$ cat src/rtl/icache_miss_ctrl.sv
// icache_miss_ctrl: miss/refill sequencer and tree-PLRU way-replacement owner
// for a 4-way pipelined instruction cache.
//
// Optional feature: define ICACHE_PERF_CNT_EN to add the saturating
// perf_miss / perf_wb event counters and their output ports.
//
// Ports:
//   clk, rst           clock, synchronous active-low reset
//   s2_*               stage-2 lookup result (hit/miss, set, hit way, addresses,
//                      dirty state of the current PLRU victim)
//   plru_way           combinational PLRU victim for s2_set
//   dfp_addr/read/write/resp  memory-side line request handshake
//   stall_sig          combinational front-end freeze
//   way_evict          way receiving the refill
//   dirty_flag         outstanding response belongs to a writeback
//   refill_done        one-cycle pulse: line installed, replay lookup
//   perf_miss, perf_wb (ICACHE_PERF_CNT_EN only) event counters
module icache_miss_ctrl #(
  parameter int unsigned NUM_SETS    = 16,
  parameter int unsigned LINE_OFFSET = 5
) (
  input  logic                        clk,
  input  logic                        rst,
  input  logic                        s2_hit,
  input  logic                        s2_miss,
  input  logic [$clog2(NUM_SETS)-1:0] s2_set,
  input  logic [1:0]                  s2_hit_way,
  input  logic [31:0]                 s2_addr,
  input  logic                        s2_victim_dirty,
  input  logic [31:0]                 s2_victim_addr,
  output logic [1:0]                  plru_way,
  output logic [31:0]                 dfp_addr,
  output logic                        dfp_read,
  output logic                        dfp_write,
  input  logic                        dfp_resp,
  output logic                        stall_sig,
  output logic [1:0]                  way_evict,
  output logic                        dirty_flag,
  output logic                        refill_done
`ifdef ICACHE_PERF_CNT_EN
  ,
  output logic [31:0]                 perf_miss,
  output logic [31:0]                 perf_wb
`endif
);

  localparam int unsigned SET_W  = $clog2(NUM_SETS);
  localparam int unsigned LINE_W = 32 - LINE_OFFSET;

  typedef enum logic [1:0] {IDLE, WB, ALLOC, DONE} state_t;

  state_t           state;
  logic [2:0]       plru [NUM_SETS];
  logic [SET_W-1:0] miss_set;
  logic [31:0]      miss_line;
  logic             miss_accept;

  // Byte-offset bits never reach the memory side.
  logic unused_offset_bits;
  assign unused_offset_bits = ^{s2_addr[LINE_OFFSET-1:0], s2_victim_addr[LINE_OFFSET-1:0]};

  // Tree PLRU bits {b2,b1,b0}: b0 picks the pair, b1/b2 the way inside it.
  function automatic logic [1:0] plru_victim(input logic [2:0] b);
    plru_victim = b[0] ? {1'b1, b[2]} : {1'b0, b[1]};
  endfunction

  function automatic logic [2:0] plru_touch(input logic [2:0] b, input logic [1:0] w);
    logic [2:0] r;
    r    = b;
    r[0] = ~w[1];
    if (w[1]) r[2] = ~w[0];
    else      r[1] = ~w[0];
    plru_touch = r;
  endfunction

  always_comb begin
    plru_way = plru_victim(plru[s2_set]);
  end

  assign stall_sig   = (state != IDLE) | s2_miss;
  assign miss_accept = (state == IDLE) & s2_miss;

  // Sequencer, PLRU storage and registered request outputs.
  always_ff @(posedge clk) begin
    if (!rst) begin
      state       <= IDLE;
      for (int i = 0; i < int'(NUM_SETS); i++) plru[i] <= 3'b000;
      miss_set    <= '0;
      miss_line   <= '0;
      dfp_addr    <= '0;
      dfp_read    <= 1'b0;
      dfp_write   <= 1'b0;
      dirty_flag  <= 1'b0;
      refill_done <= 1'b0;
      way_evict   <= 2'd0;
    end else begin
      refill_done <= 1'b0;
      case (state)
        IDLE: begin
          if (s2_miss) begin
            // A simultaneous hit is a protocol violation: handled as a miss only.
            way_evict <= plru_way;
            miss_set  <= s2_set;
            miss_line <= {s2_addr[31:LINE_OFFSET], LINE_OFFSET'(0)};
            if (s2_victim_dirty) begin
              state      <= WB;
              dfp_write  <= 1'b1;
              dirty_flag <= 1'b1;
              dfp_addr   <= {s2_victim_addr[31:LINE_OFFSET], LINE_OFFSET'(0)};
            end else begin
              state    <= ALLOC;
              dfp_read <= 1'b1;
              dfp_addr <= {s2_addr[31:LINE_OFFSET], LINE_OFFSET'(0)};
            end
          end else if (s2_hit) begin
            plru[s2_set] <= plru_touch(plru[s2_set], s2_hit_way);
          end
        end
        WB: begin
          if (dfp_resp) begin
            state      <= ALLOC;
            dfp_write  <= 1'b0;
            dirty_flag <= 1'b0;
            dfp_read   <= 1'b1;
            dfp_addr   <= miss_line;
          end
        end
        ALLOC: begin
          if (dfp_resp) begin
            state       <= DONE;
            dfp_read    <= 1'b0;
            refill_done <= 1'b1;
          end
        end
        DONE: begin
          plru[miss_set] <= plru_touch(plru[miss_set], way_evict);
          state          <= IDLE;
        end
        default: state <= IDLE;
      endcase
    end
  end

  // Line-width view kept for clarity of the address split.
  logic [LINE_W-1:0] unused_line_tag;
  assign unused_line_tag = miss_line[31:LINE_OFFSET];

`ifdef ICACHE_PERF_CNT_EN
  // Saturating event counters.
  always_ff @(posedge clk) begin
    if (!rst) begin
      perf_miss <= '0;
      perf_wb   <= '0;
    end else if (miss_accept) begin
      if (perf_miss != 32'hFFFF_FFFF) perf_miss <= perf_miss + 32'd1;
      if (s2_victim_dirty && (perf_wb != 32'hFFFF_FFFF)) perf_wb <= perf_wb + 32'd1;
    end
  end
`else
  logic unused_accept;
  assign unused_accept = miss_accept;
`endif

endmodule

$ cat config.mk
export PLATFORM = sky130hd
export DESIGN_NAME = icache_miss_ctrl
export DESIGN_NICKNAME = d
export VERILOG_FILES = /design/src/rtl/icache_miss_ctrl.sv
export SDC_FILE = /design/constraint.sdc
export NUM_CORES = 1
export LEC_CHECK = 0
export CAP_MARGIN = 20
export CORE_MARGIN = 1
export CORE_UTILIZATION = 52
export CTS_CLUSTER_SIZE = 8
export DETAILED_ROUTE_END_ITERATION = 6
export PLACE_DENSITY = 0.9
export SYNTH_ARGS = -nofsm -noshare
export SYNTH_HDL_FRONTEND = slang
export SYNTH_SLANG_ARGS = --single-unit
$ cat constraint.sdc
create_clock -name clk -period 2.6 [get_ports clk]
set_input_delay 0.52 -clock clk [delete_from_list [all_inputs] [get_ports clk]]
set_output_delay 0.52 -clock clk [all_outputs]
set_load 0.005 [all_outputs]
# Word-level counts from Yosys, hierarchy flattened
# Memory sizes are Yosys's and may differ from the RTL's.
# Index checks and enable logic that the tools add are counted.
# W data, S select, Z words.
dict set report classes {
  muxes 50
  n_eq_ne 10
  n_reduce_logical 14
  n_bitwise 5
}
# operator n
set ops {}
lappend ops {{$mux W32} 3}
lappend ops {{$pmux W32 S2} 1}
lappend ops {{$mux W1} 33}
lappend ops {{$mux W2} 5}
lappend ops {{$ne A2 B2 Y1 const B} 5}
lappend ops {{$mux W3} 3}
lappend ops {{$mux W4} 2}
lappend ops {{$pmux W2 S4} 1}
lappend ops {{$reduce_and A2 Y1} 4}
lappend ops {{$ne A3 B3 Y1 const B} 2}
lappend ops {{$reduce_and A3 Y1} 2}
lappend ops {{$reduce_or A3 Y1} 2}
lappend ops {{$reduce_and A5 Y1} 1}
lappend ops {{$eq A2 B2 Y1 const B} 2}
lappend ops {{$not A1 Y1} 4}
lappend ops {{$reduce_and A4 Y1} 1}
lappend ops {{$reduce_bool A2 Y1} 2}
lappend ops {{$pmux W1 S3} 1}
lappend ops {{$reduce_bool A3 Y1} 1}
lappend ops {{$eq A2 B1 Y1 const B} 1}
lappend ops {{$logic_not A2 Y1} 1}
lappend ops {{$pmux W1 S2} 1}
lappend ops {{$or A1 B1 Y1} 1}
dict set report word_totals {
  n_memories 1
  register_bits 70
  out_inout_bits 41
  mem_bits_rw 48
  inputBits 76
}
# memory depth word_bits read_ports rd_ports_with_merged_regs write_ports line
set memory_table {}
lappend memory_table {plru 16 3 1 0 16 53} ;# logic [2:0] plru [NUM_SETS];

# Logic depth before layout (Yosys ltp)
dict set report logic_depth {
  ltp_word 8
  depth_mapped 8
}

# Least setup slack after synthesis
# No wires, ideal clock.
dict set report synth_path {
  path_type {input to output}
  startpoint {in s2_set[0]}
  endpoint {out plru_way[0]}
  arrival_ns 1.765
  required_ns 2.080
  setup_slack_ns 0.315
  path_buffers 2
  cell_stages 6
  cell_sequence {buf_6 buf_8 mux4_2 a22oi_1 nand3_1 mux2_2}
}
dict set report synth_via {
  elab_chain_len 2
}
# element line
set synth_lines {}
lappend synth_lines {{from (decl)} 26} ;# input logic [$clog2(NUM_SETS)-1:0] s2_set,
lappend synth_lines {{$mem_v2 Z16 W3} --}
lappend synth_lines {{$mux W2} 64} ;# plru_victim = b[0] ? {1'b1, b[2]} : {1'b0, b[1]};
lappend synth_lines {{to (decl)} 31} ;# output logic [1:0] plru_way,
# No other way between the ends.

# Final worst setup path
dict set report layout_path {
  startpoint {mem plru[0][0]}
  endpoint {out plru_way[0]}
}
dict set report layout_via {
  elab_chain_len 2
}
# element line
set layout_lines {}
lappend layout_lines {{from (decl)} 53}
lappend layout_lines {{$mem_v2 Z16 W3} --}
lappend layout_lines {{$mux W2} 64}
# No other way between the ends.

==> impl_metrics.py <==
metrics = {
    "timing": {
        "finalHoldViolCount": 0,
        "max_slew_margin_pct": 51.9,
        "worstMarginPinSlew_ns": 0.718,
        "timing.final.ws_setup_ns": -0.142,
        "rsz0062_at_grt": "yes",
        "drv_slew": 0,
        "fmax_mhz": 365,
        "hold_ws_ns": 0.457,
        "period_minus_slack_ns": 2.74,
        "skew_ns": 0.00743,
        "period_share_pct": 105,
        "finalSetupViolCount": 1,
    },
    "detailed_routing": {
        "drtIter0Drc": 559,
        "vias": 5342,
        "routed.top_layer": "met4",
        "dr_wl_met3_um": 1550,
        "route.met2.wl_um": 8070,
        "finalWirelength_um": 16700,
        "drcViolationCount": 26,
        "antenna_left": 0,
        "avgRoutedWirePerCell_um": 18.6,
        "firstDrtPassIters": 7,
        "viasPerCell": 5.97,
        "drt-met1-wl_um": 6120,
    },
    "cts": {
        "clkSlewWorstSetupHoldPaths_ns": 0.06,
        "cts_buffers": 17,
        "clockRootBuffer": "clkbuf_8",
        "cts_max_level": 4,
        "clkLatencyLatePin_ns": 0.53,
        "hold_buffers": 0,
        "cts_tree": "done",
        "cts_num_sinks": 113,
        "clockBufferDepth": 2,
    },
    "synth": {
        "synth_area_leader_cell": "edfxtp_1",
        "ys_warn_count": 0,
        "synth-seq-cells": 113,
        "syn_area_per_cell_um2": 9.12,
        "synth_edf_count": 48,
        "yosys_most_used_dff": "dfxtp_1",
        "ys_types": 43,
        "synthArstFlopShare_pct": 0,
        "syn_inst": 631,
        "synth-seq-area-share_pct": 47.7,
        "synthTopCellsByArea": "edfxtp_1, dfxtp_1, mux2i_1, nand2_1, nor2_1",
        "syn-cell-area_mm2": 0.00575,
        "yosys.area.top_type_share_pct": 25.0,
    },
    "floorplan": {
        "dieHeight_um": 107,
        "io_pins": 117,
        "die-area_mm2": 0.0115,
        "die_w_um": 107,
        "rows": 38,
        "start_util_pct": 53.3,
        "core_mm2": 0.0108,
    },
    "worst_setup_path": {
        "worstPathCellList": "mux4_2 > mux2i_1 > mux2i_2 > mux2_4 > buf_6",
        "slowest_delay_ns": 0.48,
        "arrival_ns": 2.22,
        "crit_start": "plru[0][0]",
        "end_kind": "output port",
        "critPathKind": "reg2out",
        "rr_endpoint": "plru[13][2]",
        "rrSetupSlack_ns": 0.26,
        "crit_fanout": 2,
        "rr_startpoint": "state[1]",
        "slowest_stage": "mux4_2",
        "required_ns": 2.08,
        "worst-r2r-cell-count": 8,
        "cp-endpoint": "plru_way[0]",
        "startpoint_type": "flop",
    },
    "power": {
        "ir_worst_vdd_uv": 1250,
        "power_w": 0.00691,
        "powerDensity_mw_per_mm2": 907,
        "p_leak_nw": 2.99,
    },
    "outcome": {
        "outcome": "finished, violations left",
        "violations": "DRC, setup timing",
    },
    "finish": {
        "multiInputGateArea_mm2": 0.00278,
        "drive_above_1_share_pct": 13.8,
        "fin_util_pct": 70.5,
        "final_nets": 824,
        "diodes": 0,
        "syn_to_final_growth_pct": 32.3,
        "regArea_mm2": 0.00274,
        "fillers": 695,
    },
    "min_path": {
        "hp-class": "reg2reg",
    },
    "job": {
        "maxCapViolations": 0,
    },
    "grt": {
        "grt_max_degree": 63,
        "grt_overflow": 0,
        "grt_use_total_pct": 29.8,
        "first_global_vias": 5182,
        "grt_first_pass_wirelength_um": 26100,
        "grt_antenna_before_repair": 0,
    },
    "place": {
        "dp_hpwl_um": 10700,
        "routabilityCongestion": 0.926,
        "preCtsSetupSlack_ns": -0.804,
        "placement.io_buffers": 101,
    },
}
## where the power goes
group | switching [W] | internal [W] | leakage [nW]
Sequential | 0.000200 | 0.00218 | 1.03
Combinational | 0.00118 | 0.00107 | 1.67
Clock | 0.000841 | 0.00143 | 0.292
Total | 0.00222 | 0.00468 | 2.99
## critical path, delay by kind of cell, from the launching register on
family / cells / cell delay, ns
flops: 1 / 0.41
mux: 4 / 1.16
buf+inv: 1 / 0.12
## routing by layer
layer,up-vias,track usage (%)
met5,-,0
met4,0,17.1
met3,94,7.36
met2,352,50.2
met1,2500,34.6
li1,2396,-
## cells by family after synthesis
| group | Yosys count | synth area share, % |
|---|---|---|
| other | 1 | 0.0652 |
| buffers and inverters | 55 | 4.61 |
| muxes | 71 | 15.5 |
| and+or+nand+nor | 254 | 18.1 |
| adders and majority gates | 6 | 1.30 |
| AOI/OAI and AO/OA | 131 | 12.8 |
| DFF | 113 | 47.7 |
## how the worst min path moves through the flow
stage / start / endpoint / cells past startpoint
4_1_cts: miss_line[9] / miss_line[9] / 2
5_1_grt: miss_line[9] / miss_line[9] / 2
6_report: miss_line[9] / miss_line[9] / 2
2_1_floorplan: miss_line[10] / miss_line[10] / 2
3_3_place_gp: miss_line[25] / miss_line[25] / 2
3_5_place_dp: miss_line[9] / miss_line[9] / 2
## synthesized netlist by cell type, types with 2 or more instances
cell        n
clkbuf_1   32
a21oi_1    41
nand2_1   133
nand4b_1    2
ha_1        6
buf_2       8
a22oi_1     2
mux2i_1    54
a31oi_1     2
a21boi_0    3
o22ai_1     2
mux4_1      6
mux2_2      5
a21bo_2     3
buf_6       2
a211oi_1    6
inv_1       4
buf_4       6
o21ai_0    62
mux4_2      6
nor2b_1     5
nand2b_1    6
edfxtp_1   48
and2_1      8
nand3b_1    2
nand3_1     7
o21ai_2     4
dfxtp_1    65
nor2_1     87
## cell type report
class / count / share of cell area [%]
multi-input cells: 467 / 36.5
flip-flops and latches: 113 / 36.0
repair buffers: 138 / 17.2
clock buffers: 21 / 6.46
well taps: 140 / 2.30
clock inverters: 11 / 1.27
inverters: 5 / 0.247
## state kept, by name, indices dropped and copies added (netlist names)
register	count
dfp_addr	27
miss_line	27
plru	48
refill_done	1
miss_set	4
dfp_read	1
state	2
dirty_flag	1
way_evict	2
## through the flow
stage / setup TNS [ns] / std cells / cell area (µm²)
2_1_floorplan: 0 / 635 / 5770
3_3_place_gp: -9.16 / 860 / 6980
3_5_place_dp: -12.96 / 860 / 6980
4_1_cts: -0.116 / 895 / 7600
5_1_grt: -0.184 / 895 / 7610
6_report: -0.142 / 895 / 7610
## cells in the final DEF, fill, tap and decap left out, types with 4 or more instances in the layout
| cell | n |
|---|---|
| nand2_1 | 132 |
| clkdlybuf4s50_1 | 94 |
| nor2_1 | 87 |
| dfxtp_1 | 65 |
| o21ai_0 | 61 |
| mux2i_1 | 53 |
| edfxtp_1 | 48 |
| a21oi_1 | 41 |
| buf_4 | 31 |
| clkbuf_16 | 18 |
| mux4_2 | 9 |
| and2_1 | 8 |
| nand3_1 | 6 |
| nand2b_1 | 6 |
| a211oi_1 | 6 |
| nor2b_1 | 5 |
| o21ai_2 | 5 |
| ha_1 | 5 |
| conb_1 | 5 |
| buf_6 | 5 |
| inv_1 | 4 |
| mux2_2 | 4 |
## timing repair
item,in CTS,in global routing
gates resized for setup,20,10
buffers inserted,2,1
pin swaps,3,2
endpoints found under the setup margin,2,12
gates cloned,1,0
(Power assumes the default switching activity.)
